### src/rtl/ads_multi_rx_if.sv
// AXI4-Stream sample channel carrying the sign-extended sample words,
// their channel index and the frame marker.
interface ads_multi_rx_if #(
  parameter int OW  = 32,
  parameter int IDW = 2
);
  logic           tvalid;
  logic           tready;
  logic [OW-1:0]  tdata;
  logic [IDW-1:0] tid;
  logic           tlast;

  modport master (output tvalid, output tdata, output tid, output tlast, input  tready);
  modport slave  (input  tvalid, input  tdata, input  tid, input  tlast, output tready);
endinterface

### src/rtl/ads_multi_rx.sv
// Multi-channel serial ADC capture: CH serial lines framed by one shared
// drdy strobe are deserialised into W-bit samples, admitted to a word FIFO
// as whole sets only, and streamed out with channel id and frame tlast.
module ads_multi_rx #(
  parameter int W     = 24,
  parameter int CH    = 4,
  parameter int OW    = 32,
  parameter int FRAME = 256,
  parameter int DEPTH = 64
) (
  input  logic          sclk,
  input  logic          rst_n,
  input  logic          external_en,
  input  logic          drdy,
  input  logic [CH-1:0] dout,
  ads_multi_rx_if.master m_axis,
  output logic          overflow,
  output logic [15:0]   drop_cnt
);
  localparam int IDW = (CH > 1) ? $clog2(CH) : 1;
  localparam int AW  = $clog2(DEPTH);
  localparam int BW  = $clog2(W);
  localparam int FW  = (FRAME > 1) ? $clog2(FRAME) : 1;
  localparam int EW  = OW + IDW + 1;

  typedef enum logic [1:0] {IDLE, SHIFT, PUSH} state_t;

  state_t         state, state_d;
  logic           drdy_q;
  logic [W-1:0]   sr [CH];
  logic [BW-1:0]  bit_cnt;
  logic [IDW-1:0] pc;
  logic [FW-1:0]  set_cnt;
  logic           admit;

  logic [EW-1:0]  mem [DEPTH];
  logic [AW-1:0]  wptr, rptr;
  logic [AW:0]    cnt;
  logic [AW+1:0]  occ;

  logic start, last_bit, last_ch, fits, push, ld, word_last;
  logic [EW-1:0] push_word;

  assign start     = (state == IDLE) && external_en && drdy && !drdy_q;
  assign last_bit  = (state == SHIFT) && (bit_cnt == BW'(1));
  assign last_ch   = (pc == IDW'(CH - 1));
  // Occupancy includes the word parked in the output register.
  assign occ       = (AW + 2)'(cnt) + (AW + 2)'(m_axis.tvalid);
  assign fits      = occ <= (AW + 2)'(DEPTH - CH);
  assign push      = (state == PUSH) && admit;
  assign ld        = (cnt != '0) && (!m_axis.tvalid || m_axis.tready);
  assign word_last = (set_cnt == FW'(FRAME - 1)) && last_ch;
  assign push_word = {word_last, pc, OW'($signed(sr[pc]))};

  // State register.
  always_ff @(posedge sclk or negedge rst_n) begin
    if (!rst_n) state <= IDLE;
    else        state <= state_d;
  end

  // Next-state: frame on a drdy rising edge, shift W bits, push CH words.
  always_comb begin
    state_d = state;
    unique case (state)
      IDLE:    if (start)    state_d = SHIFT;
      SHIFT:   if (last_bit) state_d = PUSH;
      PUSH:    if (last_ch)  state_d = IDLE;
      default:               state_d = IDLE;
    endcase
  end

  // Per-channel deserialisers; the MSB enters on the start cycle.
  always_ff @(posedge sclk or negedge rst_n) begin
    if (!rst_n) begin
      for (int unsigned c = 0; c < CH; c++) sr[c] <= '0;
    end else if (start) begin
      for (int unsigned c = 0; c < CH; c++) sr[c] <= W'(dout[c]);
    end else if (state == SHIFT) begin
      for (int unsigned c = 0; c < CH; c++) sr[c] <= {sr[c][W-2:0], dout[c]};
    end
  end

  // Bit/channel/set counters, whole-set admission and drop accounting.
  always_ff @(posedge sclk or negedge rst_n) begin
    if (!rst_n) begin
      drdy_q   <= 1'b0;
      bit_cnt  <= '0;
      pc       <= '0;
      set_cnt  <= '0;
      admit    <= 1'b0;
      overflow <= 1'b0;
      drop_cnt <= '0;
    end else begin
      drdy_q <= drdy;
      unique case (state)
        IDLE: begin
          if (start)             bit_cnt <= BW'(W - 1);
          else if (!external_en) set_cnt <= '0;
        end
        SHIFT: begin
          bit_cnt <= bit_cnt - BW'(1);
          if (last_bit) begin
            pc    <= '0;
            admit <= fits;
            if (!fits) begin
              overflow <= 1'b1;
              if (drop_cnt != '1) drop_cnt <= drop_cnt + 16'd1;
            end
          end
        end
        PUSH: begin
          pc <= pc + IDW'(1);
          if (last_ch && admit)
            set_cnt <= (set_cnt == FW'(FRAME - 1)) ? '0 : set_cnt + FW'(1);
        end
        default: ;
      endcase
    end
  end

  // Word storage; contents need no reset since the pointers define validity.
  always_ff @(posedge sclk) begin
    if (push) mem[wptr] <= push_word;
  end

  // FIFO pointers and show-ahead output register feeding the stream.
  always_ff @(posedge sclk or negedge rst_n) begin
    if (!rst_n) begin
      wptr          <= '0;
      rptr          <= '0;
      cnt           <= '0;
      m_axis.tvalid <= 1'b0;
      m_axis.tdata  <= '0;
      m_axis.tid    <= '0;
      m_axis.tlast  <= 1'b0;
    end else begin
      if (push) wptr <= wptr + AW'(1);
      if (ld) begin
        {m_axis.tlast, m_axis.tid, m_axis.tdata} <= mem[rptr];
        rptr          <= rptr + AW'(1);
        m_axis.tvalid <= 1'b1;
      end else if (m_axis.tready) begin
        m_axis.tvalid <= 1'b0;
      end
      cnt <= cnt + (AW + 1)'(push) - (AW + 1)'(ld);
    end
  end
endmodule

### src/flat_wrapper.sv
// flat-port wrapper written by rule: the top's interface ports become plain ports
module ads_multi_rx_flat 
#(
  parameter int W     = 24,
  parameter int CH    = 4,
  parameter int OW    = 32,
  parameter int FRAME = 256,
  parameter int DEPTH = 64
)
  (sclk, rst_n, external_en, drdy, dout, overflow, drop_cnt, m_axis_tvalid, m_axis_tdata, m_axis_tid, m_axis_tlast, m_axis_tready);
  ads_multi_rx_if #(.OW(OW), .IDW(2)) m_axis_i ();
  input  logic sclk;
  input  logic rst_n;
  input  logic external_en;
  input  logic drdy;
  input  logic [CH-1:0] dout;
  output logic overflow;
  output logic [15:0] drop_cnt;
  output wire logic [$bits(m_axis_i.tvalid)-1:0] m_axis_tvalid;
  output wire logic [$bits(m_axis_i.tdata)-1:0] m_axis_tdata;
  output wire logic [$bits(m_axis_i.tid)-1:0] m_axis_tid;
  output wire logic [$bits(m_axis_i.tlast)-1:0] m_axis_tlast;
  input wire logic [$bits(m_axis_i.tready)-1:0] m_axis_tready;
  assign m_axis_tvalid = m_axis_i.tvalid;
  assign m_axis_tdata = m_axis_i.tdata;
  assign m_axis_tid = m_axis_i.tid;
  assign m_axis_tlast = m_axis_i.tlast;
  assign m_axis_i.tready = m_axis_tready;
  ads_multi_rx #(.W(W), .CH(CH), .OW(OW), .FRAME(FRAME), .DEPTH(DEPTH)) u_core (.sclk(sclk), .rst_n(rst_n), .external_en(external_en), .drdy(drdy), .dout(dout), .m_axis(m_axis_i), .overflow(overflow), .drop_cnt(drop_cnt));
endmodule
### config.mk
export PLATFORM = sky130hd
export DESIGN_NAME = ads_multi_rx_flat
export DESIGN_NICKNAME = d
export VERILOG_FILES = /design/src/rtl/ads_multi_rx_if.sv /design/src/rtl/ads_multi_rx.sv /design/src/flat_wrapper.sv
export SDC_FILE = /design/constraint.sdc
export NUM_CORES = 2
export LEC_CHECK = 0
export CORE_MARGIN = 2
export CORE_UTILIZATION = 30
export DETAILED_ROUTE_END_ITERATION = 8
export HOLD_SLACK_MARGIN = 0.15
export SKIP_LAST_GASP = 1
export SYNTH_ARGS = -nofsm -noshare
export SYNTH_HDL_FRONTEND = slang
export SYNTH_SLANG_ARGS = --single-unit
### constraint.sdc
create_clock -name sclk -period 8.66 [get_ports sclk]
set_input_delay 1.299 -clock sclk [delete_from_list [all_inputs] [get_ports sclk]]
set_output_delay 1.299 -clock sclk [all_outputs]
set_load 0.01 [all_outputs]
==> results.yml <==
timing:
  fin_crit_ns: 4.45
  fin_skew_ns: 0.0378
  fmax_ghz: 0.225
  worstMarginPinSlew_ns: 1.27
  finalCritPeriodShare_pct: 51.4
  tns_ns: 0
  slew_headroom_pct: 15.0
  hold_viol: 0
  report.final.slew_viol_count: 0
  rsz0062_at_grt: "false"
  worst_slack_ns: 4.21
  finalSetupViolations: 0
min_path:
  holdCritPathClass: "reg -> reg"
  whs_path_depth: 1
  hp-start: "u_core.overflow"
cells_and_area:
  final_common_cell: "edfxtp_1"
  synthToLayoutAreaGrowth_pct: 14.5
  layout-drive-gt1-share_pct: 21.1
  layout_common_cells: "edfxtp_1, mux4_2, nand2_1"
  fill_cells: 22743
  final_nets: 3958
clock_network:
  cts_hold_repair.buffers: 0
  clockBufferDepth: 3
  cts_made_buffers: 186
  cts-root-buf: "clkbuf_16"
  htree_levels: 4
  cts_sinks: 1907
  cts_tree: "built"
  clk_latency_ns: 0.84
  cts_resized: 0
  clk_pin_slew_ns: 0.06
  cts_setup_buffers: 0
worst_setup_path:
  crit_family: "buffers and inverters"
  r2r_cells: 8
  startpoint_type: "flop"
  path_max_fanout: 122
  path_cells: "buf_12 -> buf_4 -> buf_4 -> mux4_2 -> a22oi_1 -> nand2_1 -> a32oi_1 -> o21ai_1"
  critPathBufInv: 3
  cp_common_cell: "buf_4"
  crit_required_ns: 9.36
  critPathSlowestCell: "buf_4"
  cp-end-kind: "flop"
  cp_data_arrival_time_ns: 5.15
  cpPeakStageDelay_ns: 0.78
  worstSetupStartpoint: "u_core.rptr[1]"
  worst-setup-path-type: "reg -> reg"
  timing.rr.start: "u_core.rptr[1]"
  path_depth: 8
global_route:
  grt_pass1_vias: 37045
  grt-ovfl-total: 0
  grt_pass1_wl_mm: 258
  grt_max_degree: 123
  grt.total_usage_pct: 13.9
  antenna_found_initial: 3
power:
  ir_drop_v: 0.000292
  p_leak_nw: 27.3
  cellPowerDensity_mw_per_mm2: 338
synth:
  async_reset_ff_share_pct: 9.39
  syn_area_per_cell_um2: 19.5
  syn-num-nets: 3830
  syn-cell-area_mm2: 0.0740
  ys_warn_count: 0
  synth.area.top_cells: "edfxtp_1, mux4_2, dfrtp_1"
  synth.distinct_cells: 55
  synth_ff_type: "edfxtp_1"
  synthCells: 3797
  yosys.area.top_type: "edfxtp_1"
  ys_seq_area_share_pct: 76.1
  synth_edf_count: 1728
  synth_top_area_share_pct: 70.1
  ys_ff_latch: 1907
floorplanning:
  core_mm2: 0.246
  die_h_um: 501
  io_pins: 62
  die_x_um: 501
  initial_core_util_pct: 30.1
  dieArea_mm2: 0.251
  rows: 182
placed_design:
  dp_slack_ns: 4.01
  portBuffers: 61
  dpl.hpwl_mm: 96.2
  place_congestion: 0.812
drt:
  drtAntennaViolNets: 0
  drtIter0Drc: 4137
  vias_per_cell: 5.03
  drt_wl_total_mm: 177
  wl_per_cell_um: 24.3
  route.detailed.drc: 0
  via_count: 36728
  dr.pass1.iters: 7
outcome:
  status: "complete, no violations"
run:
  drv_cap: 0
-- through the flow --
stage / instance area (um^2) / util (%) / instances / hold slack [ns] / power (mW)
after floorplan: 74000 / - / 3797 / 0.456 / 17.6
after global placement: 78800 / 32.1 / 6957 / 0.463 / 20.9
after detailed placement: 78800 / 32.1 / 6957 / 0.464 / 21.1
after CTS: 84700 / 34.5 / 7301 / 0.477 / 28.9
after global routing: 84700 / 34.5 / 7302 / 0.483 / 29.8
final: 84700 / 34.5 / 7304 / 0.474 / 28.7
-- per-layer routing --
metal | vias to the layer above | wire length [um] | GRT usage [%]
li1 | 15720 | - | -
met1 | 19662 | 76600 | 19.2
met2 | 1098 | 84200 | 22.1
met3 | 246 | 10500 | 2.26
met4 | 2 | 5920 | 5.13
met5 | - | 13 | 0
-- cells by family (layout without fill, tap and decap cells) --
logic type / after synthesis / count (layout) / share of synthesized area [%]
other cells: 0 / 3 / 0
flops: 1907 / 1907 / 76.1
compound gates: 484 / 484 / 4.33
xor+xnor: 34 / 34 / 0.402
simple gates: 480 / 480 / 2.72
buf+inv: 248 / 532 / 1.60
fa+ha+maj: 24 / 24 / 0.416
mux: 620 / 620 / 14.4
-- final timing paths --
| check | slack, ns | end |
|---|---|---|
| max | 4.21 | u_core.m_axis.tdata[15] |
| min | 0.47 | u_core.overflow |
| max in group asynchronous | 6.54 | u_core.sr[7] |
| min in group asynchronous | 0.58 | u_core.drop_cnt[1] |
| min reg2reg | 0.47 | u_core.overflow |
| max reg2reg | 4.21 | u_core.m_axis.tdata[15] |
-- registers in the layout, summed over array words and instances (netlist names), 2 cells and up --
signal,count
u_core.state,2
u_core.pc,2
u_core.set_cnt,8
u_core.cnt,7
u_core.bit_cnt,5
u_core.m_axis.tdata,24
u_core.mem,1728
u_core.sr,96
u_core.wptr,6
u_core.drop_cnt,16
u_core.m_axis.tid,2
u_core.rptr,6
-- worst register-to-register path, cell delays in order (launching register included) --
cell,delay (ns)
dfrtp_4,0.74
buf_12,0.48
buf_4,1.10
buf_4,0.85
mux4_2,0.46
a22oi_1,0.22
nand2_1,0.18
a32oi_1,0.23
o21ai_1,0.09
-- synth_stat cells (2+ instances only) --
| cell | instances |
|---|---|
| clkbuf_1 | 126 |
| o221ai_1 | 79 |
| o21ai_1 | 25 |
| mux4_2 | 350 |
| a31oi_1 | 2 |
| nor4_1 | 2 |
| nand2_1 | 294 |
| or2_2 | 4 |
| and3_1 | 10 |
| or4_1 | 2 |
| o211ai_1 | 3 |
| inv_2 | 2 |
| nand3_1 | 42 |
| buf_6 | 11 |
| buf_4 | 30 |
| nor2b_1 | 7 |
| a211oi_1 | 4 |
| ha_1 | 23 |
| a22oi_1 | 77 |
| nand3b_1 | 3 |
| mux2_2 | 56 |
| a22o_1 | 2 |
| nand2b_1 | 9 |
| mux2i_1 | 214 |
| a221oi_1 | 27 |
| edfxtp_1 | 1728 |
| a32oi_1 | 25 |
| dfrtp_1 | 179 |
| nor2_1 | 86 |
| o21ai_0 | 47 |
| xor2_1 | 7 |
| a221o_1 | 2 |
| xnor2_1 | 27 |
| inv_1 | 15 |
| buf_2 | 45 |
| a2111oi_0 | 2 |
| a21o_1 | 3 |
| o22ai_1 | 2 |
| nand4_1 | 14 |
| a21oi_1 | 178 |
| buf_1 | 19 |
-- power by group --
part / leakage (nW) / total, mW / internal (mW) / switching (mW)
Combinational: 6.33 / 8.52 / 2.88 / 5.64
Sequential: 18.1 / 12.3 / 11.8 / 0.514
Clock: 2.89 / 7.88 / 4.44 / 3.44
Total: 27.3 / 28.7 / 19.1 / 9.59
-- area by class of cell --
| class | instances | area [um^2] | area share [%] |
|---|---|---|---|
| multi-input cells | 1642 | 16900 | 19.9 |
| clock buffers | 240 | 4990 | 5.89 |
| well taps | 3220 | 4030 | 4.75 |
| repair buffers | 171 | 1490 | 1.76 |
| diodes | 3 | 7.51 | 0.00886 |
| flip-flops and latches | 1907 | 56400 | 66.5 |
| inverters | 17 | 63.8 | 0.0753 |
| clock inverters | 104 | 916 | 1.08 |
Power figures use the tool's default switching activity.
